--- src/rtl/cnt_seq_pkg.sv ---
// Shared types and defaults for the counter command sequencer.
package cnt_seq_pkg;

  // Command opcodes carried on cmd_op.
  typedef enum logic [1:0] {
    OP_LOAD = 2'b00,
    OP_UP   = 2'b01,
    OP_DOWN = 2'b10,
    OP_HOLD = 2'b11
  } cmd_op_t;

  // Sequencer FSM states.
  typedef enum logic [1:0] {
    S_IDLE = 2'b00,
    S_LOAD = 2'b01,
    S_RUN  = 2'b10,
    S_HOLD = 2'b11
  } seq_state_t;

  localparam int DEF_WIDTH = 8;

endpackage

--- src/rtl/cnt_cmd_sequencer_ref.sv ---
// cnt_ref_model: shadow copy of the counter value. It follows the enables
// the sequencer drives and raises a sticky err when the counter's read-back
// value disagrees with the shadow copy.
module cnt_ref_model
  import cnt_seq_pkg::*;
#(
  parameter int WIDTH = DEF_WIDTH
) (
  input  logic             clk,
  input  logic             rst,
  input  logic             ld_en,
  input  logic             en,
  input  logic             updwn,
  input  logic [WIDTH-1:0] datain,
  input  logic [WIDTH-1:0] dataout,
  output logic             err
);

  logic [WIDTH-1:0] exp_q, exp_d;
  logic             exp_vld_q, exp_vld_d;
  logic             prev_act_q, prev_act_d;
  logic             err_q, err_d;

  // Track the expected counter value and compare it in settled cycles.
  always_comb begin
    exp_d      = exp_q;
    exp_vld_d  = exp_vld_q;
    prev_act_d = ld_en | en;
    err_d      = err_q;
    if (ld_en) begin
      exp_d     = datain;
      exp_vld_d = 1'b1;
    end else if (en) begin
      if (updwn) begin
        exp_d = exp_q + WIDTH'(1);
      end else begin
        exp_d = exp_q - WIDTH'(1);
      end
    end else begin
      exp_d = exp_q;
    end
    // The cycle right after a load or step is skipped so the counter can settle.
    if (exp_vld_q && !prev_act_q && (dataout != exp_q)) begin
      err_d = 1'b1;
    end else begin
      err_d = err_q;
    end
  end

  // Shadow-model registers; err stays set until reset.
  always_ff @(posedge clk) begin
    if (rst) begin
      exp_q      <= '0;
      exp_vld_q  <= 1'b0;
      prev_act_q <= 1'b0;
      err_q      <= 1'b0;
    end else begin
      exp_q      <= exp_d;
      exp_vld_q  <= exp_vld_d;
      prev_act_q <= prev_act_d;
      err_q      <= err_d;
    end
  end

  assign err = err_q;

endmodule

--- src/rtl/cnt_cmd_sequencer.sv ---
// cnt_cmd_sequencer: takes LOAD/UP/DOWN/HOLD commands over valid/ready and
// drives the counter's ld_en/en/updwn/datain for exact cycle counts.
// Optional macro CNT_CHECK_EN adds the read-back checker (cnt_ref_model)
// that drives err. Without the macro, err is tied low and dataout is unused.
module cnt_cmd_sequencer
  import cnt_seq_pkg::*;
#(
  parameter int WIDTH = DEF_WIDTH,
  parameter int LEN_W = 8
) (
  input  logic             clk,
  input  logic             rst,
  input  logic             cmd_valid,
  output logic             cmd_ready,
  input  logic [1:0]       cmd_op,
  input  logic [WIDTH-1:0] cmd_arg,
  output logic             ld_en,
  output logic             en,
  output logic             updwn,
  output logic [WIDTH-1:0] datain,
  input  logic [WIDTH-1:0] dataout,
  output logic             busy,
  output logic             done,
  output logic             err
);

  seq_state_t       state_q, state_d;
  logic [LEN_W-1:0] remaining_q, remaining_d;
  logic             ld_en_q, ld_en_d;
  logic             en_q, en_d;
  logic             updwn_q, updwn_d;
  logic [WIDTH-1:0] datain_q, datain_d;
  logic             busy_q, busy_d;
  logic             done_q, done_d;
  logic             accept_s;
  logic [LEN_W-1:0] arg_len_s;

  assign cmd_ready = (state_q == S_IDLE) && !rst;
  assign accept_s  = cmd_valid && cmd_ready;
  assign arg_len_s = LEN_W'(cmd_arg);

  // Next-state and next-output logic; outputs are computed one cycle ahead.
  always_comb begin
    state_d     = state_q;
    remaining_d = remaining_q;
    ld_en_d     = 1'b0;
    en_d        = 1'b0;
    updwn_d     = updwn_q;
    datain_d    = datain_q;
    busy_d      = 1'b0;
    done_d      = 1'b0;
    case (state_q)
      S_IDLE: begin
        if (accept_s) begin
          case (cmd_op_t'(cmd_op))
            OP_LOAD: begin
              state_d  = S_LOAD;
              ld_en_d  = 1'b1;
              datain_d = cmd_arg;
              busy_d   = 1'b1;
            end
            OP_UP, OP_DOWN: begin
              if (cmd_arg == '0) begin
                done_d = 1'b1;
              end else begin
                state_d     = S_RUN;
                remaining_d = arg_len_s - LEN_W'(1);
                en_d        = 1'b1;
                updwn_d     = (cmd_op_t'(cmd_op) == OP_UP);
                busy_d      = 1'b1;
              end
            end
            OP_HOLD: begin
              if (cmd_arg == '0) begin
                done_d = 1'b1;
              end else begin
                state_d     = S_HOLD;
                remaining_d = arg_len_s - LEN_W'(1);
                busy_d      = 1'b1;
              end
            end
            default: begin
              state_d = S_IDLE;
            end
          endcase
        end else begin
          state_d = S_IDLE;
        end
      end
      S_LOAD: begin
        state_d = S_IDLE;
        done_d  = 1'b1;
      end
      S_RUN, S_HOLD: begin
        if (remaining_q == '0) begin
          state_d = S_IDLE;
          done_d  = 1'b1;
        end else begin
          remaining_d = remaining_q - LEN_W'(1);
          en_d        = (state_q == S_RUN);
          busy_d      = 1'b1;
        end
      end
      default: begin
        state_d = S_IDLE;
      end
    endcase
  end

  // State and registered outputs; reset aborts any command in flight.
  always_ff @(posedge clk) begin
    if (rst) begin
      state_q     <= S_IDLE;
      remaining_q <= '0;
      ld_en_q     <= 1'b0;
      en_q        <= 1'b0;
      updwn_q     <= 1'b0;
      datain_q    <= '0;
      busy_q      <= 1'b0;
      done_q      <= 1'b0;
    end else begin
      state_q     <= state_d;
      remaining_q <= remaining_d;
      ld_en_q     <= ld_en_d;
      en_q        <= en_d;
      updwn_q     <= updwn_d;
      datain_q    <= datain_d;
      busy_q      <= busy_d;
      done_q      <= done_d;
    end
  end

  assign ld_en  = ld_en_q;
  assign en     = en_q;
  assign updwn  = updwn_q;
  assign datain = datain_q;
  assign busy   = busy_q;
  assign done   = done_q;

`ifdef CNT_CHECK_EN
  cnt_ref_model #(.WIDTH(WIDTH)) u_ref (
    .clk     (clk),
    .rst     (rst),
    .ld_en   (ld_en_q),
    .en      (en_q),
    .updwn   (updwn_q),
    .datain  (datain_q),
    .dataout (dataout),
    .err     (err)
  );
`else
  logic unused_dataout_s;
  assign unused_dataout_s = ^dataout;
  assign err = 1'b0;
`endif

endmodule

--- config.mk ---
export PLATFORM = sky130hd
export DESIGN_NAME = cnt_cmd_sequencer
export DESIGN_NICKNAME = d
export VERILOG_FILES = /design/src/rtl/cnt_seq_pkg.sv /design/src/rtl/cnt_cmd_sequencer_ref.sv /design/src/rtl/cnt_cmd_sequencer.sv
export SDC_FILE = /design/constraint.sdc
export NUM_CORES = 1
export LEC_CHECK = 0
export BUFFER_PORTS_ARGS = -buffer_cell sky130_fd_sc_hd__buf_4
export CAP_MARGIN = 20
export CORE_UTILIZATION = 45
export DETAILED_ROUTE_END_ITERATION = 8
export PLACE_DENSITY = 0.82
export SYNTH_ARGS = -nofsm -noshare
export SYNTH_HDL_FRONTEND = slang
export SYNTH_HIERARCHICAL = 1
export SYNTH_SLANG_ARGS = --single-unit
--- constraint.sdc ---
create_clock -name clk -period 2.2 [get_ports clk]
set_input_delay 0.33 -clock clk [delete_from_list [all_inputs] [get_ports clk]]
set_output_delay 0.33 -clock clk [all_outputs]
set_load 0.01 [all_outputs]
### After elaboration in Yosys (flattened, before gate mapping)

Index checks and enable logic that the tools add are counted.

| operators by class | value |
|---|---|
| add/subtract/negate cells | 2 |
| $mul | 0 |
| div/mod/pow operators | 0 |
| order comparisons | 0 |
| equality and inequality tests | 13 |
| shift-type cells | 0 |
| muxes and demuxes | 26 |
| bitwise operators | 3 |
| reductions and logical operators | 16 |

Operator list:

| cell | count |
|---|---|
| $mux W8 | 4 |
| $logic_not A8 Y1 | 2 |
| $pmux W8 S2 | 1 |
| $sub A8 B1 Y8 const B | 2 |
| $pmux W2 S3 | 2 |
| $mux W1 | 11 |
| $ne A2 B2 Y1 const B | 5 |
| $eq A2 B2 Y1 const B | 4 |
| $mux W2 | 4 |
| $ne A4 B4 Y1 const B | 2 |
| $pmux W1 S2 | 3 |
| $reduce_and A3 Y1 | 2 |
| $reduce_or A3 Y1 | 2 |
| $reduce_and A5 Y1 | 1 |
| $eq A2 B1 Y1 const B | 2 |
| $logic_not A2 Y1 | 2 |
| $reduce_and A4 Y1 | 1 |
| $reduce_or A2 Y1 | 2 |
| $not A1 Y1 | 3 |
| $pmux W1 S3 | 1 |
| $logic_and A1 B1 Y1 | 2 |
| $reduce_bool A2 Y1 | 1 |
| $logic_not A1 Y1 | 1 |

| storage, ports and cells | value |
|---|---|
| bits in registers | 23 |
| latch bits | 0 |
| RAM bits | 0 |
| bits in read-only memories | 0 |
| input bits | 21 |
| logic and storage cells | 68 |
| memories kept | 0 |

### Logic depth before layout (Yosys ltp)

| logic depth | value |
|---|---|
| depth in word-level cells | 5 |
| gate-level depth with buffers | 8 |
| gate-level depth less buffers | 6 |

### Worst setup path before layout

Ideal clock, no wire load.

| path | value |
|---|---|
| path type | register -> register |
| start | reg state_q[1] |
| end | reg remaining_q[6] |
| setup time | 128 ps |
| data arrival time | 1465 ps |
| required time | 2072 ps |
| path slack | 608 ps |
| stages on the path, launching flop included | 9 |
| path buffers | 2 |
| period minus slack after synthesis | 1592 ps |
| cell sequence | dfxtp_1 -> buf_6 -> buf_4 -> mux2i_1 -> ha_1 -> o221ai_1 -> xor2_1 -> mux2i_1 -> nor2_1 |

| on the way | value |
|---|---|
| longest elaborated chain between the ends | 5 |

Ends and longest elaborated chain:

| item | RTL line | source |
|---|---|---|
| start, declared | cnt_cmd_sequencer.sv:27 | `seq_state_t state_q, state_d;` |
| start signal, assigned | cnt_cmd_sequencer.sv:122 | `state_q <= state_d;` |
| $logic_not A2 Y1 | cnt_cmd_sequencer.sv:38, cnt_cmd_sequencer.sv:52 |  |
| $logic_and A1 B1 Y1 | cnt_cmd_sequencer.sv:38 | `assign cmd_ready = (state_q == S_IDLE) && !rst;` |
| $logic_and A1 B1 Y1 | cnt_cmd_sequencer.sv:39 | `assign accept_s = cmd_valid && cmd_ready;` |
| $ne A2 B2 Y1 (no source line) | -- |  |
| $reduce_and A5 Y1 (no source line) | -- |  |
| end signal, assigned | cnt_cmd_sequencer.sv:123 | `remaining_q <= remaining_d;` |
| end, declared | cnt_cmd_sequencer.sv:28 | `logic [LEN_W-1:0] remaining_q, remaining_d;` |

Several ways; a longest one is shown, not always the timed one.
A chain may end at the register's enable or synchronous reset.

### Worst setup path in the final report

| path | value |
|---|---|
| start | reg state_q[1] |
| end | reg remaining_q[1] |

The elaborated chain is that of the path after synthesis.

==> flow_summary_export.csv <==
group,metric,value,unit
cells_and_area,fin_util,0.583,
cts,cts_tree,"done",
worst_hold_path,holdPathEnd,"datain[7]",
yosys,synth_top_family_by_area,"simple AND/OR/NAND/NOR gates",
cells_and_area,n_fill_cell,233,
critical_path,cp.arrival,2160,ps
cts,hold_buffers,0,
route,dr_wl_met3,168,µm
yosys,synthSimpleGateAreaFrac,0.229,
grt,grt_use_total,0.197,
route,wl,2640,µm
worst_hold_path,hp-start,"cmd_arg[7]",
power_and_ir_drop,pwr_density_cell,593,nW/µm²
worst_hold_path,whs_path_depth,3,
sta,period_minus_slack,1890,ps
yosys,synth-seq-cells,23,
critical_path,r2r_start,"state_q[1]",
power_and_ir_drop,swShare,0.308,
yosys,yosysWarnings,6,
floorplan,rows,18,
cells_and_area,syn2layout_area_growth,18.7,%
yosys,synth-xor-area-share,0.0281,
yosys,synth.top_cell.area_share,0.369,
cts,path_clk_slew,130,ps
sta,fmax,530,MHz
cells_and_area,multi_input_area,702,µm²
floorplan,die_area,2990,µm²
yosys,synth_area_leaders,"dfxtp_1, mux2i_1, nor2_1",
cells_and_area,drive_above_1_share,0.266,
placed_design,placed_cells,199,
cts,clk-insertion-delay-late,320,ps
power_and_ir_drop,p_leak,0.627,nW
placed_design,gp_congestion,0.880,
sta,min_period_over_period,0.858,
cts,cts_resized,0,
cells_and_area,nets,199,
route,routed_via_density,5.48,
route,wl_met2,1240,µm
floorplan,io_pins,36,
yosys,yosysSeqAreaShare,0.369,
yosys,synth_top_cell_by_area,"dfxtp_1",
power_and_ir_drop,clock_power_share,0.231,
cts,cts_buffers,3,
sta,hold_violations,0,
route,met1_length,1200,µm
cts,ctsLongestPathBuffers,2,
yosys,synth_compound_area_frac,0.156,
critical_path,required,2470,ps
yosys,synth_mux_area_frac,0.105,
grt,grt_pass1_wl,4220,µm
cells_and_area,stdcell_count,203,
critical_path,r2r_cells,6,
route,drt-initial-drc-count,20,
critical_path,rrSetupSlack,310,ps
sta,setup_viol,0,
route,wire_per_inst,13.0,µm
critical_path,crit_fanout,11,
cells_and_area,antenna_cells,0,
yosys,syn_inst,147,
grt,antenna_found_initial,0,
critical_path,crit_type,"flop to flop",
placed_design,dp_hpwl,2040,µm
cts,root_buffer,"clkbuf_4",
route,antenna_left,0,
power_and_ir_drop,internal_power,0.609,mW
sta,fin_skew,4.50,ps
critical_path,start_kind,"flop",
yosys,syn_area,1250,µm²
route,drc,0,
placed_design,io_buffers,26,
critical_path,critPathCaptureType,"flop",
cts,clkSinkCount,23,
yosys,syn_avg_cell_area,8.49,µm²
yosys,synthAdderAreaFrac,0.0401,
yosys,async_flop_share,0,
floorplan,design.core.area,2540,µm²
worst_hold_path,hold_class,"input port to flop",
cells_and_area,seq_area,460,µm²
route,drtPass1Iterations,4,
floorplan,dieHeight,54.7,µm
power_and_ir_drop,p_switching,0.270,mW
cts,htreeDepth,1,
grt,grt-ovfl-total,0,
yosys,synth.most_common_cell,"dfxtp_1",
yosys,synth_edf_count,0,
run,maxCapViolCount,0,
power_and_ir_drop,irDropWorstVdd,0.453,mV
power_and_ir_drop,seqPwrFrac,0.528,
power_and_ir_drop,combPwrFrac,0.241,
floorplan,die_w,54.7,µm
sta,maxSlewViolCount,0,
route,top_layer,"met4",
yosys,synth_common_cells,"dfxtp_1, nor2_1, a21oi_1, nand2_1, mux2i_1",
status,status,"finished, final reports clean",
floorplan,initial_core_util,0.491,
sta,hold_ws,279,ps
sta,tns,0,ps
yosys,synth.net_count,172,
sta,rsz0062_at_grt,"no",
grt,grt_start_max_net_pins,23,
yosys,ys_types,35,
yosys,synth_flop_cell,"dfxtp_1",
cts,cts_setup_buffers,0,
route,vias,1112,
power_and_ir_drop,finalPower,0.879,mW
grt,first_global_vias,965,
critical_path,rr_endpoint,"remaining_q[1]",
==> cell type report <==
| class | instances | area share |
|---|---|---|
| clock inverters | 1 | 0.00338 |
| multi-input cells | 108 | 0.473 |
| clock buffers | 3 | 0.0152 |
| flip-flops and latches | 23 | 0.311 |
| well taps | 30 | 0.0253 |
| inverters | 8 | 0.0203 |
| repair buffers | 30 | 0.152 |
==> sequential cells by signal (all words and copies together), names as in the netlist <==
name         flops
busy             1
done             1
remaining_q      8
ld_en            1
datain           8
en               1
updwn            1
state_q          2
==> kinds of logic (layout without fill, tap and decap cells) <==
family          Yosys count  after routing
compound gates           28             28
xor+xnor                  4              4
fa+ha+maj                 4              4
buf+inv                  16             42
flops                    23             23
mux                      13             13
other cells               1              1
simple gates             58             58
==> how the worst max path moves through the flow <==
stage,startpoint,to,depth (start not counted),slack (ps)
after detailed placement,state_q[1],remaining_q[1],6,350
after floorplan,state_q[1],remaining_q[6],8,610
after CTS,state_q[1],remaining_q[1],6,320
after global routing,state_q[1],remaining_q[1],6,140
final,state_q[1],remaining_q[1],6,310
after global placement,state_q[1],remaining_q[1],6,400
==> worst max-delay path, stage by stage, from the launching register on <==
cell	delay (ps)
dfxtp_1	610
inv_1	200
a31oi_2	300
o32ai_2	130
buf_4	200
or2_2	280
a21oi_1	110
==> metrics by stage <==
stage / area, µm² / setup slack (ps)
CTS: 1480 / 318
global route: 1480 / 137
floorplan: 1250 / 608
detailed placement: 1460 / 346
finish: 1480 / 312
global placement: 1460 / 398
==> power by group through the flow <==
stage	registers (mW)	clock network [mW]	logic, mW
6_report	0.464	0.203	0.212
5_1_grt	0.468	0.228	0.235
4_1_cts	0.464	0.209	0.213
3_5_place_dp	0.474	0	0.211
3_3_place_gp	0.472	0	0.204
2_1_floorplan	0.469	0	0.152
==> per-layer routing <==
metal  GRT usage  vias up
met5           0        -
met1       0.247      511
met3      0.0417        5
met4      0.0641        0
met2       0.329       30
li1            -      566
==> placed cells by master, fill, tap and decap left out <==
cell,synthesis,routed
nor2_1,18,18
xnor2_1,2,2
a41oi_1,1,1
a32o_1,1,1
nor3_1,2,2
nand2_2,1,1
nand2_1,13,13
or2_2,2,2
clkinv_2,0,1
o221ai_1,2,2
nor2_2,2,2
mux2_2,1,1
clkbuf_4,0,3
xor2_1,2,2
nor3b_1,2,2
o32ai_2,1,1
buf_4,3,30
nor4_1,1,1
a31oi_2,1,1
conb_1,1,1
dfxtp_1,23,23
a21boi_0,1,1
nor4b_1,1,1
ha_1,4,4
o21a_1,1,1
o311a_1,1,1
nand3_1,10,10
nor3_2,3,3
and2_1,1,1
o21ai_0,5,5
a21oi_1,13,13
a221oi_2,1,1
mux2i_1,12,12
inv_1,8,8
nand4_1,2,2
(Power assumes the default switching activity.)
